## src/rtl/demux32_stream.sv

```systemverilog
// demux32_stream: one input stream routed by in_sel into two independent
// in-order channel buffers (A and B), each DEPTH entries deep with a
// registered head word and 1-cycle push-to-visible latency.

// Single channel buffer: circular storage with wrapping read/write pointers.
module demux32_stream_fifo #(
  parameter int WIDTH = 32,
  parameter int DEPTH = 2
) (
  input  logic                    clk,
  input  logic                    rst,
  input  logic                    push,
  input  logic [WIDTH-1:0]        push_data,
  input  logic                    ready,
  output logic                    valid,
  output logic [WIDTH-1:0]        data,
  output logic [$clog2(DEPTH):0]  count,
  output logic                    full
);

  localparam int PW = $clog2(DEPTH);
  localparam int CW = PW + 1;

  logic [WIDTH-1:0] mem [DEPTH];
  logic [PW-1:0]    wr_ptr;
  logic [PW-1:0]    rd_ptr;
  logic [CW-1:0]    count_q;
  logic             pop;

  function automatic logic [PW-1:0] ptr_inc(input logic [PW-1:0] p);
    return (p == PW'(DEPTH - 1)) ? '0 : p + 1'b1;
  endfunction

  assign valid = (count_q != '0);
  assign pop   = valid & ready;
  assign full  = (count_q == CW'(DEPTH));
  assign count = count_q;
  assign data  = mem[rd_ptr];

  // Pointer, occupancy and storage update; reset wins over push and pop.
  always_ff @(posedge clk) begin
    // NOTE: state is assigned with <= so every register samples pre-edge values.
    if (rst) begin
      wr_ptr  <= '0;
      rd_ptr  <= '0;
      count_q <= '0;
      // NOTE: storage is cleared on reset so the head word reads 0 afterwards.
      for (int i = 0; i < DEPTH; i++) begin
        mem[i] <= '0;
      end
    end else begin
      if (push) begin
        mem[wr_ptr] <= push_data;
        wr_ptr      <= ptr_inc(wr_ptr);
      end
      if (pop) begin
        rd_ptr <= ptr_inc(rd_ptr);
      end
      if (push && !pop) begin
        count_q <= count_q + 1'b1;
      end else if (!push && pop) begin
        count_q <= count_q - 1'b1;
      end
    end
  end

endmodule

// Top level: in_ready follows only the selected channel's full flag, so a
// full selected channel stalls the stream even if the other one has space.
module demux32_stream #(
  parameter int WIDTH = 32,
  parameter int DEPTH = 2
) (
  input  logic                    clk,
  input  logic                    rst,
  input  logic                    in_valid,
  input  logic [WIDTH-1:0]        in_data,
  input  logic                    in_sel,
  output logic                    in_ready,
  output logic                    a_valid,
  output logic [WIDTH-1:0]        a_data,
  input  logic                    a_ready,
  output logic [$clog2(DEPTH):0]  a_count,
  output logic                    b_valid,
  output logic [WIDTH-1:0]        b_data,
  input  logic                    b_ready,
  output logic [$clog2(DEPTH):0]  b_count
);

  if (DEPTH != 2 && DEPTH != 4 && DEPTH != 8) begin : g_bad_depth
    $error("demux32_stream: DEPTH must be 2, 4 or 8");
  end

  logic a_full;
  logic b_full;
  logic a_push;
  logic b_push;

  // No look-ahead on the downstream ready: a full channel never accepts.
  assign in_ready = in_sel ? ~b_full : ~a_full;
  assign a_push   = in_valid & in_ready & ~in_sel;
  assign b_push   = in_valid & in_ready &  in_sel;

  demux32_stream_fifo #(.WIDTH(WIDTH), .DEPTH(DEPTH)) u_chan_a (
    .clk       (clk),
    .rst       (rst),
    .push      (a_push),
    .push_data (in_data),
    .ready     (a_ready),
    .valid     (a_valid),
    .data      (a_data),
    .count     (a_count),
    .full      (a_full)
  );

  demux32_stream_fifo #(.WIDTH(WIDTH), .DEPTH(DEPTH)) u_chan_b (
    .clk       (clk),
    .rst       (rst),
    .push      (b_push),
    .push_data (in_data),
    .ready     (b_ready),
    .valid     (b_valid),
    .data      (b_data),
    .count     (b_count),
    .full      (b_full)
  );

endmodule

```

## config.mk

```make
export PLATFORM = sky130hd
export DESIGN_NAME = demux32_stream
export DESIGN_NICKNAME = d
export VERILOG_FILES = /design/src/rtl/demux32_stream.sv
export SDC_FILE = /design/constraint.sdc
export NUM_CORES = 1
export LEC_CHECK = 0
export ABC_AREA = 1
export ABC_CLOCK_PERIOD_IN_PS = 3000
export CORE_MARGIN = 8
export CORE_UTILIZATION = 52
export DETAILED_ROUTE_END_ITERATION = 10
export MAX_ROUTING_LAYER = met4
export PLACE_DENSITY = 0.82
export RECOVER_POWER = 25
export SLEW_MARGIN = 10
export SYNTH_ARGS = -nofsm -noshare
export SYNTH_HDL_FRONTEND = slang
export SYNTH_HIERARCHICAL = 1
export SYNTH_SLANG_ARGS = --single-unit
```

## constraint.sdc

```tcl
create_clock -name clk -period 3 [get_ports clk]
set_input_delay 0.9 -clock clk [delete_from_list [all_inputs] [get_ports clk]]
set_output_delay 0.9 -clock clk [all_outputs]
set_load 0.005 [all_outputs]
```

* Word level (Yosys, flattened, before mapping)
Memory sizes are Yosys's and may differ from the RTL's. A register that Yosys moved wholly into a read port is not among the register bits. Index checks and enable logic that the tools add are counted.
Word-level totals: memories kept 2, latch bits 0, ROM bits 0, output and inout bits 71, bits in registers 8, RAM bits 128, logic and storage cells 67, input port bits 38
Memories:
- u_chan_a.mem | words 2, width 32, rd ports 1, clocked after memory_dff 1, write ports 2, line 24 | logic [WIDTH-1:0] mem [DEPTH];
- u_chan_b.mem | words 2, width 32, rd ports 1, clocked after memory_dff 1, write ports 2, line 24
Operators by class: multiply operators 0, order comparisons 0, reduce and logical (&&, ||, !) cells 14, eq/ne operators 2, muxes and demuxes 27, shifts and indexed selects 0, bitwise logic cells 8, $add $sub $neg 8, divide/modulo/power cells 0
Operators by type and width (count):
- $mux W32 | 2
- $reduce_or A32 Y1 | 2
- $mux W1 | 21
- $mux W2 | 4
- $reduce_bool A2 Y1 | 4
- $and A1 B1 Y1 | 5
- $add A1 B1 Y1 const B | 4
- $add A2 B1 Y2 const B | 2
- $eq A2 B2 Y1 const B | 2
- $logic_and A1 B1 Y1 | 4
- $logic_not A1 Y1 | 4
- $sub A2 B1 Y2 const B | 2
- $not A1 Y1 | 3

* Longest topological paths before layout
Gate-level depths: netlist (run 1).
depth in word-level cells 10, depth in mapped cells 12, gate-level depth less buffers 12

* Hierarchy
The synthesis (run 1) kept the hierarchy.
By module, submodules not included:
- demux32_stream_fifo | cells each 239, sequential area each 2021.9 um^2, area each 2984.1 um^2, instances 2
- demux32_stream | cells each 9, sequential area each 0.0 um^2, area each 38.8 um^2, instances 1

* Least setup slack after synthesis (run 1)
Ideal clock, no wire load.
path kind input -> register, from input port in_valid, to memory u_chan_b.mem[0][0] (enable), data arrival time 2.271 ns, setup slack 0.339 ns, library setup time 0.389 ns, buffers on the path 1, required time 2.611 ns, stages on the path 7, cell sequence inv_1 nor2_1 inv_1 nor2_1 nand2_2 buf_6 nand2_1
RTL lines:
- from (decl) | line 77 | input logic in_valid,
- to (decl) | line 24

* Worst setup path after layout (run 1)
from input port in_sel, to output port in_ready
Between the ends: longest elaborated chain between the ends 1
Ends and longest elaborated chain:
- from (decl) | line 79 | input logic in_sel,
- $mux W1 | line 101 | assign in_ready = in_sel ? ~b_full : ~a_full;
- to (decl) | line 80 | output logic in_ready,
Every way passes these cells.

==> impl_metrics.json, run 1 <==
{
  "run_status": "finished clean",
  "synthCells": 487,
  "reg2reg_slack_ps": 940,
  "design.die.area_um2": 15200,
  "slew_at_the_pin_closest_to_its_max_slew_limit_ps": 883,
  "numClockSinks": 138,
  "firstDrtPassIters": 5,
  "clk_transition_reported_paths_ps": 60,
  "diodes": 0,
  "max_cap_violations": 0,
  "design.final.nets": 644,
  "ir_drop_mv": 0.416,
  "synth.area.top_cells": "sky130_fd_sc_hd__edfxtp_1 (64%), sky130_fd_sc_hd__mux2_2 (9.7%), sky130_fd_sc_hd__nor2_1 (8.7%)",
  "highest_delay_cell_along_the_critical_path": "sky130_fd_sc_hd__clkdlybuf4s50_1",
  "grt.total_usage_pct": 18.8,
  "total_leakage_power_nw": 3.28,
  "synth_edf_count": 128,
  "crit_path_cell_trace": "clkdlybuf4s50_1 -> nand2_1 -> nand2_1 -> clkdlybuf4s50_1",
  "post_synth.cell_area_avg_um2": 12.3,
  "maximum_fanout_encountered_on_the_critical_timing_path": 2,
  "clock_path_buffers": 2,
  "required_worst_endpoint_ps": 2100,
  "syn_to_final_growth_pct": 29.2,
  "fp.dieH_um": 123,
  "syn_area_um2": 6010,
  "filler_cell_count": 822,
  "synth.most_common_cell": "sky130_fd_sc_hd__nor2_1",
  "layout-drive-gt1-share_pct": 14.6,
  "ant_nets": 0,
  "setup_viol_count_final": 0,
  "post-dp-hpwl_um": 9080,
  "grt.overflow.total": 0,
  "grt_antenna_before_repair": 0,
  "longest_individual_stage_delay_on_the_worst_path_ps": 500,
  "synth-seq-area-share_pct": 67.3,
  "fin_setup_tns_ps": 0,
  "netlist-cell-type-count": 19,
  "final-max-slew-violation-count": 0,
  "pwr_density_cell_nw_per_um2": 686,
  "die_w_um": 123,
  "place.gp.congestion": 0.847,
  "avgViaCountPerCell": 5.12,
  "wl_per_cell_um": 17.8,
  "cts-buffers-inserted": 17,
  "postSynthRegisterBits": 138,
  "drtIter0Drc": 371,
  "crit-reg2reg-launch": "u_chan_a/count[1]$_SDFFE_PP0P_",
  "multi_input_area_um2": 1460,
  "synth_top_cell_by_area": "sky130_fd_sc_hd__edfxtp_1",
  "syn_nets": 527,
  "hold_path.class": "flop to flop",
  "final_cycle_share_pct": 96.7,
  "synth.cells.most_frequent": "sky130_fd_sc_hd__nor2_1 (139), sky130_fd_sc_hd__edfxtp_1 (128), sky130_fd_sc_hd__inv_1 (79), sky130_fd_sc_hd__mux2_2 (52), sky130_fd_sc_hd__nand2_1 (22)",
  "number_of_hold_violations_in_the_final_report": 0,
  "initial_utilization_pct": 52.8,
  "period_needed_ps": 2900,
  "grt_first_pass_wirelength_um": 20600,
  "clock_tree_from_tritoncts": "yes",
  "post_cts_sizing": 0,
  "clk-insertion-delay-late_ps": 420,
  "crit_type": "input pin to output pin",
  "async_flop_share_pct": 0,
  "cts_post_setup_buffers_inserted": 0,
  "grt_max_degree": 34,
  "clock_tree.htree_level_count": 4,
  "first_global_vias": 4065,
  "worst_hold_slack_ps": 505,
  "cp_data_arrival_time_ps": 2000,
  "ctsHoldBuffers": 0,
  "cell_count_of_the_worst_reg_to_reg_path": 8,
  "placement.io_buffers": 108,
  "maxClockFrequency_ghz": 0.345,
  "setup.worst_path.start": "in_sel",
  "max_slew_headroom_pct": 41.2,
  "core_box_area_um2": 11400,
  "ys.flop_type": "sky130_fd_sc_hd__edfxtp_1",
  "fraction_of_post_synthesis_cell_area_in_the_top_cell_type_by_area_pct": 64.0,
  "regToRegEndpoint": "u_chan_a/mem[1][29]$_SDFFCE_PN0P_",
  "row_count": 39,
  "finalWirelength_um": 13500,
  "rsz0062_at_grt": "no",
  "dpl.cell_count": 728,
  "crit_end": "in_ready",
  "remaining_drc_errors": 0,
  "synthesis.yosys.warnings": 6,
  "routed_via_count": 3884,
  "cts_root_buf": "sky130_fd_sc_hd__clkbuf_16",
  "stdcell_count": 759,
  "sequential_cell_area_um2": 4040,
  "skew_ps": 11.8,
  "worstSetupStartpointType": "input pin",
  "cp-end-kind": "output pin",
  "floorplan.io_pins": 109
}
## power by group
part	internal [mW]	switching, mW	total (mW)	leakage, nW
logic	0.563	0.457	1.02	1.59
registers	2.26	0.0513	2.31	1.41
clock network	1.28	0.721	2.00	0.274
## worst min path at each step
stage	depth (start not counted)	start	to	slack [ps]
4_1_cts	2	u_chan_a/rd_ptr$_SDFFE_PP0P_	u_chan_a/rd_ptr$_SDFFE_PP0P_	510
3_5_place_dp	2	u_chan_a/rd_ptr$_SDFFE_PP0P_	u_chan_a/rd_ptr$_SDFFE_PP0P_	500
3_3_place_gp	2	u_chan_a/wr_ptr$_SDFFE_PP0P_	u_chan_a/wr_ptr$_SDFFE_PP0P_	480
2_1_floorplan	2	u_chan_a/rd_ptr$_SDFFE_PP0P_	flop	460
6_report	2	u_chan_a/wr_ptr$_SDFFE_PP0P_	u_chan_a/wr_ptr$_SDFFE_PP0P_	510
5_1_grt	2	u_chan_a/wr_ptr$_SDFFE_PP0P_	u_chan_a/wr_ptr$_SDFFE_PP0P_	520
## final cells by class
| type | count | share of cell area [%] |
|---|---|---|
| Sequential cell | 138 | 52.1 |
| Multi-Input combinational cell | 247 | 18.8 |
| Tap cell | 143 | 2.30 |
| Timing Repair Buffer | 118 | 15.6 |
| Clock inverter | 12 | 1.69 |
| Inverter | 82 | 3.96 |
| Clock buffer | 19 | 5.58 |
## metal layers
layer	vias up	global-route usage, %	share of wire [%]
li1	1830	-	-
met1	1873	22.2	41
met2	161	30.4	50
met4	0	6.92	1.9
met5	-	-	0
met3	20	5.07	6.7
## worst max-delay path: cells and delay by family
family,cells,cell delay [ps]
buf+inv,2,970
simple gates,2,130
## layout by cell type (no fill, tap or decap), drive strengths merged
master / netlist / layout
nand4: 2 / 2
a21oi: 4 / 4
dlygate4sd3: 0 / 1
clkinvlp: 0 / 1
nand3: 8 / 8
edfxtp: 128 / 128
bufinv: 0 / 3
inv: 81 / 81
ha: 2 / 2
clkbuf: 0 / 23
clkinv: 1 / 9
dfxtp: 10 / 10
nand2: 25 / 25
mux2: 64 / 64
clkdlybuf4s50: 0 / 107
buf: 20 / 6
nor2: 140 / 140
o21ai: 2 / 2
## metrics by stage
step / area [um2] / setup WS, ps / util, % / total power [mW]
after floorplan: 6010 / 339 / - / 2.85
after global placement: 7230 / 91.7 / 63.6 / 3.34
after detailed placement: 7230 / 99.0 / 63.6 / 3.38
after CTS: 7790 / 91.8 / 68.5 / 5.37
after global routing: 7760 / 24.7 / 68.3 / 5.53
final: 7760 / 98.6 / 68.3 / 5.33
## registers in the layout (all words and copies together), names as in the netlist, named ones only
name / cells
u_chan_a/rd_ptr: 1
u_chan_b/rd_ptr: 1
u_chan_b/wr_ptr: 1
u_chan_b/count: 2
u_chan_a/count: 2
u_chan_a/mem: 64
u_chan_a/wr_ptr: 1
u_chan_b/mem: 64
## cells by family (layout without fill, tap and decap cells)
logic type,count (synthesis),count (layout),synth area share [%]
simple gates,175,175,11.5
flops,138,138,67.3
buf+inv,102,231,8.25
mux,64,64,12.0
compound gates,6,6,0.500
fa+ha+maj,2,2,0.417
(Power assumes the default switching activity.)
==> run 2, diff against run 1 <==
Settings changed: ABC_CLOCK_PERIOD_IN_PS 3000 to 3500, CORE_UTILIZATION 52 to 56, PLACE_DENSITY 0.82 to 0.87.
Clock period 3 ns to 3.5 ns, I/O delays scaled along.
==> run 2 against run 1 <==
Against the previous run: the flow now finishes with violations (max-capacitance violations, max-slew violations); sequential power shrank 14%; non-clock buffer count grew 2; final cell count is the same; largest cell class unchanged; routed wire length shrank 0.34%; utilization grew 4.2 points; global-route usage grew 0.72 points; first-iteration DRC count shrank 13%; clock-buffer cell count is the same; power shrank 15%; combinational power shrank 16%; design area shrank 0.55%; register-to-register slack is essentially flat.
==> impl_metrics.json, run 2 (same netlist as run 1, synthesis figures left out) <==
{
  "run_status": "finished, violations left",
  "violations": "max-capacitance violations, max-slew violations",
  "layout-drive-gt1-share_pct": 15.2,
  "clock_tree.htree_level_count": 4,
  "crit_type": "input pin to output pin",
  "worstSetupStartpointType": "input pin",
  "max_cap_violations": 3,
  "maximum_fanout_encountered_on_the_critical_timing_path": 2,
  "ir_drop_mv": 0.374,
  "final_cycle_share_pct": 91.7,
  "cts-buffers-inserted": 17,
  "avgViaCountPerCell": 5.13,
  "post-route-cell-area_um2": 7720,
  "multi_input_area_um2": 1460,
  "routed_via_count": 3891,
  "slew_at_the_pin_closest_to_its_max_slew_limit_ps": 1570,
  "filler_cell_count": 728,
  "postPlaceCellArea_um2": 7180,
  "cts_root_buf": "sky130_fd_sc_hd__clkbuf_8",
  "grt_first_pass_wirelength_um": 20800,
  "post_cts_sizing": 0,
  "final-max-slew-violation-count": 100,
  "finalPower_mw": 4.52,
  "initial_utilization_pct": 56.4,
  "largest_registers": "u_chan_a/mem (64), u_chan_b/mem (64)",
  "clock_path_buffers": 2,
  "rsz0062_at_grt": "no",
  "ctsHoldBuffers": 0,
  "ant_nets": 0,
  "finalWirelength_um": 13500,
  "die_w_um": 120,
  "setup_viol_count_final": 0,
  "grt.overflow.total": 0,
  "sequential_cell_area_um2": 4040,
  "place.gp.congestion": 0.873,
  "clk-insertion-delay-late_ps": 510,
  "firstDrtPassIters": 5,
  "highest_delay_cell_along_the_critical_path": "sky130_fd_sc_hd__clkdlybuf4s50_1",
  "cp.buffers_inverters": 2,
  "largest_delay_contributor_family_on_the_critical_path": "buffers and inverters",
  "post-dp-hpwl_um": 9060,
  "fin_setup_tns_ps": 0,
  "crit_path_cell_trace": "clkdlybuf4s50_1 -> nand2_1 -> nand2_1 -> clkdlybuf4s50_1",
  "grt_max_degree": 34,
  "design.final.nets": 646,
  "wl_per_cell_um": 17.7,
  "required_worst_endpoint_ps": 2450,
  "max_slew_headroom_pct": -4.71,
  "period_needed_ps": 3210,
  "remaining_drc_errors": 0,
  "row_count": 38,
  "design.die.area_um2": 14300,
  "longest_individual_stage_delay_on_the_worst_path_ps": 490,
  "drtIter0Drc": 321,
  "pwr_density_cell_nw_per_um2": 586,
  "first_global_vias": 4156,
  "clk_transition_reported_paths_ps": 60,
  "maxClockFrequency_ghz": 0.312,
  "final_common_cell": "sky130_fd_sc_hd__nor2_1",
  "grt.total_usage_pct": 19.5,
  "hold_path.class": "flop to flop",
  "core_box_area_um2": 10700,
  "grt_antenna_before_repair": 0,
  "total_leakage_power_nw": 3.25,
  "clock_tree_from_tritoncts": "yes",
  "fp.dieH_um": 120,
  "cts_post_setup_buffers_inserted": 0,
  "worst_hold_slack_ps": 504,
  "syn_to_final_growth_pct": 28.5,
  "numClockSinks": 138,
  "skew_ps": 7.18,
  "cp-end-kind": "output pin",
  "highest_count_cells_in_the_layout_ignoring_fill_and_taps": "sky130_fd_sc_hd__nor2_1 (140), sky130_fd_sc_hd__edfxtp_1 (128), sky130_fd_sc_hd__clkdlybuf4s50_1 (106)",
  "cp_data_arrival_time_ps": 2160,
  "floorplan.io_pins": 109,
  "number_of_hold_violations_in_the_final_report": 0,
  "placement.io_buffers": 108,
  "diodes": 0
}
run 2: cell types whose count changed in the layout (fill, tap and decap cells not counted), sizes merged:
cell           previous run  this run
clkinv                    9         7
clkinvlp                  1         3
clkbuf                   23        24
bufinv                    3         2
dlygate4sd3               1         2
clkdlybuf4s50           107       106
inv                      81        83
buf                       6         7
run 2: area by class of cell:
type / instances / share of cell area, %
Tap cell: 140 / 2.27
Inverter: 82 / 3.99
Multi-Input combinational cell: 247 / 18.9
Clock buffer: 19 / 5.46
Clock inverter: 13 / 1.88
Sequential cell: 138 / 52.4
Timing Repair Buffer: 120 / 15.1
run 2: per-stage QoR:
step	utilization, %	cells	worst slack [ps]
2_1_floorplan	-	487	689
3_3_place_gp	67.4	727	293
3_5_place_dp	67.4	727	290
4_1_cts	72.7	759	281
5_1_grt	72.5	759	212
6_report	72.5	759	290
run 2: power by group:
part | switching [mW] | internal (mW)
registers | 0.0426 | 1.93
logic | 0.387 | 0.470
clock network | 0.670 | 1.02
total | 1.10 | 3.42
run 2: tightest hold or removal path, stage by stage, from the launching register on:
cell	delay, ps
sky130_fd_sc_hd__dfxtp_1	320
sky130_fd_sc_hd__a21oi_1	50
sky130_fd_sc_hd__nor2_1	90
run 2: final timing paths:
check                                       from                                 to  slack (ps)  cells past startpoint
hold / removal      u_chan_b/rd_ptr$_SDFFE_PP0P_       u_chan_b/rd_ptr$_SDFFE_PP0P_         500                      2
setup reg to reg  u_chan_a/count[1]$_SDFFE_PP0P_  u_chan_a/mem[0][27]$_SDFFCE_PN0P_         950                     10
hold reg to reg     u_chan_b/rd_ptr$_SDFFE_PP0P_       u_chan_b/rd_ptr$_SDFFE_PP0P_         500                      2
setup / recovery                          in_sel                           in_ready         290                      4
run 2: routing by layer:
metal | wire length, um | vias up | track usage, %
li1 | - | 1832 | -
met1 | 5240 | 1871 | 20.9
met2 | 7030 | 168 | 34.0
met3 | 927 | 20 | 5.35
met4 | 262 | 0 | 7.10
met5 | 0 | - | -
==> run 3, diff against run 2 <==
Settings changed: GPL_TIMING_DRIVEN from default to 1, HOLD_SLACK_MARGIN from default to 0.12, PLACE_DENSITY 0.87 to 0.82.
==> run 3 against run 2 <==
Against the previous run: the flow still finishes with violations (max-capacitance violations, max-slew violations); clock power grew 5%; clock skew is essentially flat; largest cell class unchanged; final cell count down 0.26%; global-route usage grew 0.42 points; setup slack worse by 2.0 ps; maximum frequency about the same; sequential power is essentially flat; worst hold slack worse by 3.3 ps; clock-buffer cell count is 1 higher; design area grew 0.18%; sequential share of layout area is 0.093 points lower.
==> impl_metrics.json, run 3 (same netlist as run 1, synthesis figures left out) <==
{
  "run_status": "finished, violations left",
  "violations": "max-capacitance violations, max-slew violations",
  "place.gp.congestion": 0.815,
  "setup_viol_count_final": 0,
  "crit_type": "input pin to output pin",
  "postPlaceCellArea_um2": 7160,
  "highest_count_cells_in_the_layout_ignoring_fill_and_taps": "sky130_fd_sc_hd__nor2_1 (140), sky130_fd_sc_hd__edfxtp_1 (128), sky130_fd_sc_hd__clkdlybuf4s50_1 (107)",
  "avgViaCountPerCell": 5.18,
  "max_cap_violations": 4,
  "fp.dieH_um": 120,
  "rsz0062_at_grt": "no",
  "grt_first_pass_wirelength_um": 21300,
  "placement.setup.worst_slack_ps": 278,
  "post-dp-hpwl_um": 9140,
  "first_global_vias": 4250,
  "sequential_cell_area_um2": 4040,
  "fin_setup_tns_ps": 0,
  "period_needed_ps": 3210,
  "skew_ps": 6.83,
  "post-route-cell-area_um2": 7730,
  "ctsHoldBuffers": 0,
  "grt.overflow.total": 0,
  "finalWirelength_um": 13700,
  "dpl.cell_count": 725,
  "total_leakage_power_nw": 3.26,
  "placement.io_buffers": 108,
  "worst_hold_slack_ps": 501,
  "final_critical_path_setup_slack_ps": 288,
  "grt_antenna_before_repair": 0,
  "ir_drop_mv": 0.329,
  "row_count": 38,
  "layout-drive-gt1-share_pct": 14.7,
  "number_of_hold_violations_in_the_final_report": 0,
  "numClockSinks": 138,
  "syn_to_final_growth_pct": 28.8,
  "maximum_fanout_encountered_on_the_critical_timing_path": 2,
  "clk-insertion-delay-late_ps": 500,
  "cp_data_arrival_time_ps": 2160,
  "floorplan.io_pins": 109,
  "worstSetupStartpointType": "input pin",
  "design.final.nets": 644,
  "pwr_density_cell_nw_per_um2": 596,
  "drtIter0Drc": 321,
  "max_slew_headroom_pct": -6.45,
  "hold_path.class": "flop to flop",
  "diodes": 0,
  "multi_input_area_um2": 1450,
  "remaining_drc_errors": 0,
  "stdcell_count": 757,
  "initial_utilization_pct": 56.4,
  "maxClockFrequency_ghz": 0.311,
  "clk_transition_reported_paths_ps": 60,
  "wl_per_cell_um": 18.1,
  "routed_via_count": 3921,
  "cp-end-kind": "output pin",
  "final-max-slew-violation-count": 134,
  "clock_tree_from_tritoncts": "yes",
  "design.die.area_um2": 14300,
  "post_cts_sizing": 0,
  "cell_count_of_the_worst_reg_to_reg_path": 10,
  "min_delay_path_depth": 2,
  "clock_tree.htree_level_count": 4,
  "postLayoutCoreUtil_pct": 72.6,
  "cts_root_buf": "sky130_fd_sc_hd__clkbuf_8",
  "grt_max_degree": 34,
  "cts_post_setup_buffers_inserted": 0,
  "largest_registers": "u_chan_a/mem (64), u_chan_b/mem (64)",
  "firstDrtPassIters": 5,
  "ant_nets": 0,
  "core_box_area_um2": 10700,
  "final_cycle_share_pct": 91.8,
  "filler_cell_count": 715,
  "cts-buffers-inserted": 17,
  "grt.total_usage_pct": 19.9,
  "slew_at_the_pin_closest_to_its_max_slew_limit_ps": 1600,
  "die_w_um": 120,
  "finalPower_mw": 4.61,
  "clock_path_buffers": 2,
  "final_common_cell": "sky130_fd_sc_hd__nor2_1",
  "required_worst_endpoint_ps": 2450
}
## run 3: cell count changes in the layout (fill, tap and decap cells not counted), moves of 2 or more
cell                         before  now
sky130_fd_sc_hd__clkinvlp_4       3    5
sky130_fd_sc_hd__nand3_2          2    0
sky130_fd_sc_hd__nand3_1          6    8
sky130_fd_sc_hd__inv_6            2    0
sky130_fd_sc_hd__clkbuf_8         1    4
sky130_fd_sc_hd__clkinv_4         4    0
sky130_fd_sc_hd__clkbuf_1         7    4
## run 3: final cells by class
| class | instances | share of cell area (%) |
|---|---|---|
| Clock inverter | 12 | 1.89 |
| Sequential cell | 138 | 52.3 |
| Clock buffer | 20 | 5.89 |
| Tap cell | 140 | 2.26 |
| Inverter | 82 | 3.98 |
| Multi-Input combinational cell | 247 | 18.8 |
| Timing Repair Buffer | 118 | 14.9 |
## run 3: layer usage
layer	wire length (um)	vias up	track usage [%]
li1	-	1826	-
met1	5430	1918	22.5
met2	7110	157	33.1
met3	885	20	5.59
met4	246	0	7.73
met5	0	-	-
## run 3: final timing paths
path / endpoint / slack (ps) / from
worst max register to register: u_chan_a/mem[0][23]$_SDFFCE_PN0P_ / 930 / u_chan_a/count[1]$_SDFFE_PP0P_
worst min register to register: u_chan_b/wr_ptr$_SDFFE_PP0P_ / 500 / u_chan_b/wr_ptr$_SDFFE_PP0P_
worst max-delay path: in_ready / 290 / in_sel
worst min-delay path: u_chan_b/wr_ptr$_SDFFE_PP0P_ / 500 / u_chan_b/wr_ptr$_SDFFE_PP0P_
## run 3: worst max-delay path, cell delays in order
cell and delay (ps):
sky130_fd_sc_hd__clkdlybuf4s50_1 480, sky130_fd_sc_hd__nand2_1 70, sky130_fd_sc_hd__nand2_1 70, sky130_fd_sc_hd__clkdlybuf4s50_1 500
## run 3: power by group
part | switching, mW | internal [mW] | leakage (nW) | total (mW)
registers | 0.0424 | 1.93 | 1.41 | 1.98
logic | 0.393 | 0.467 | 1.56 | 0.861
clock network | 0.639 | 1.13 | 0.282 | 1.77
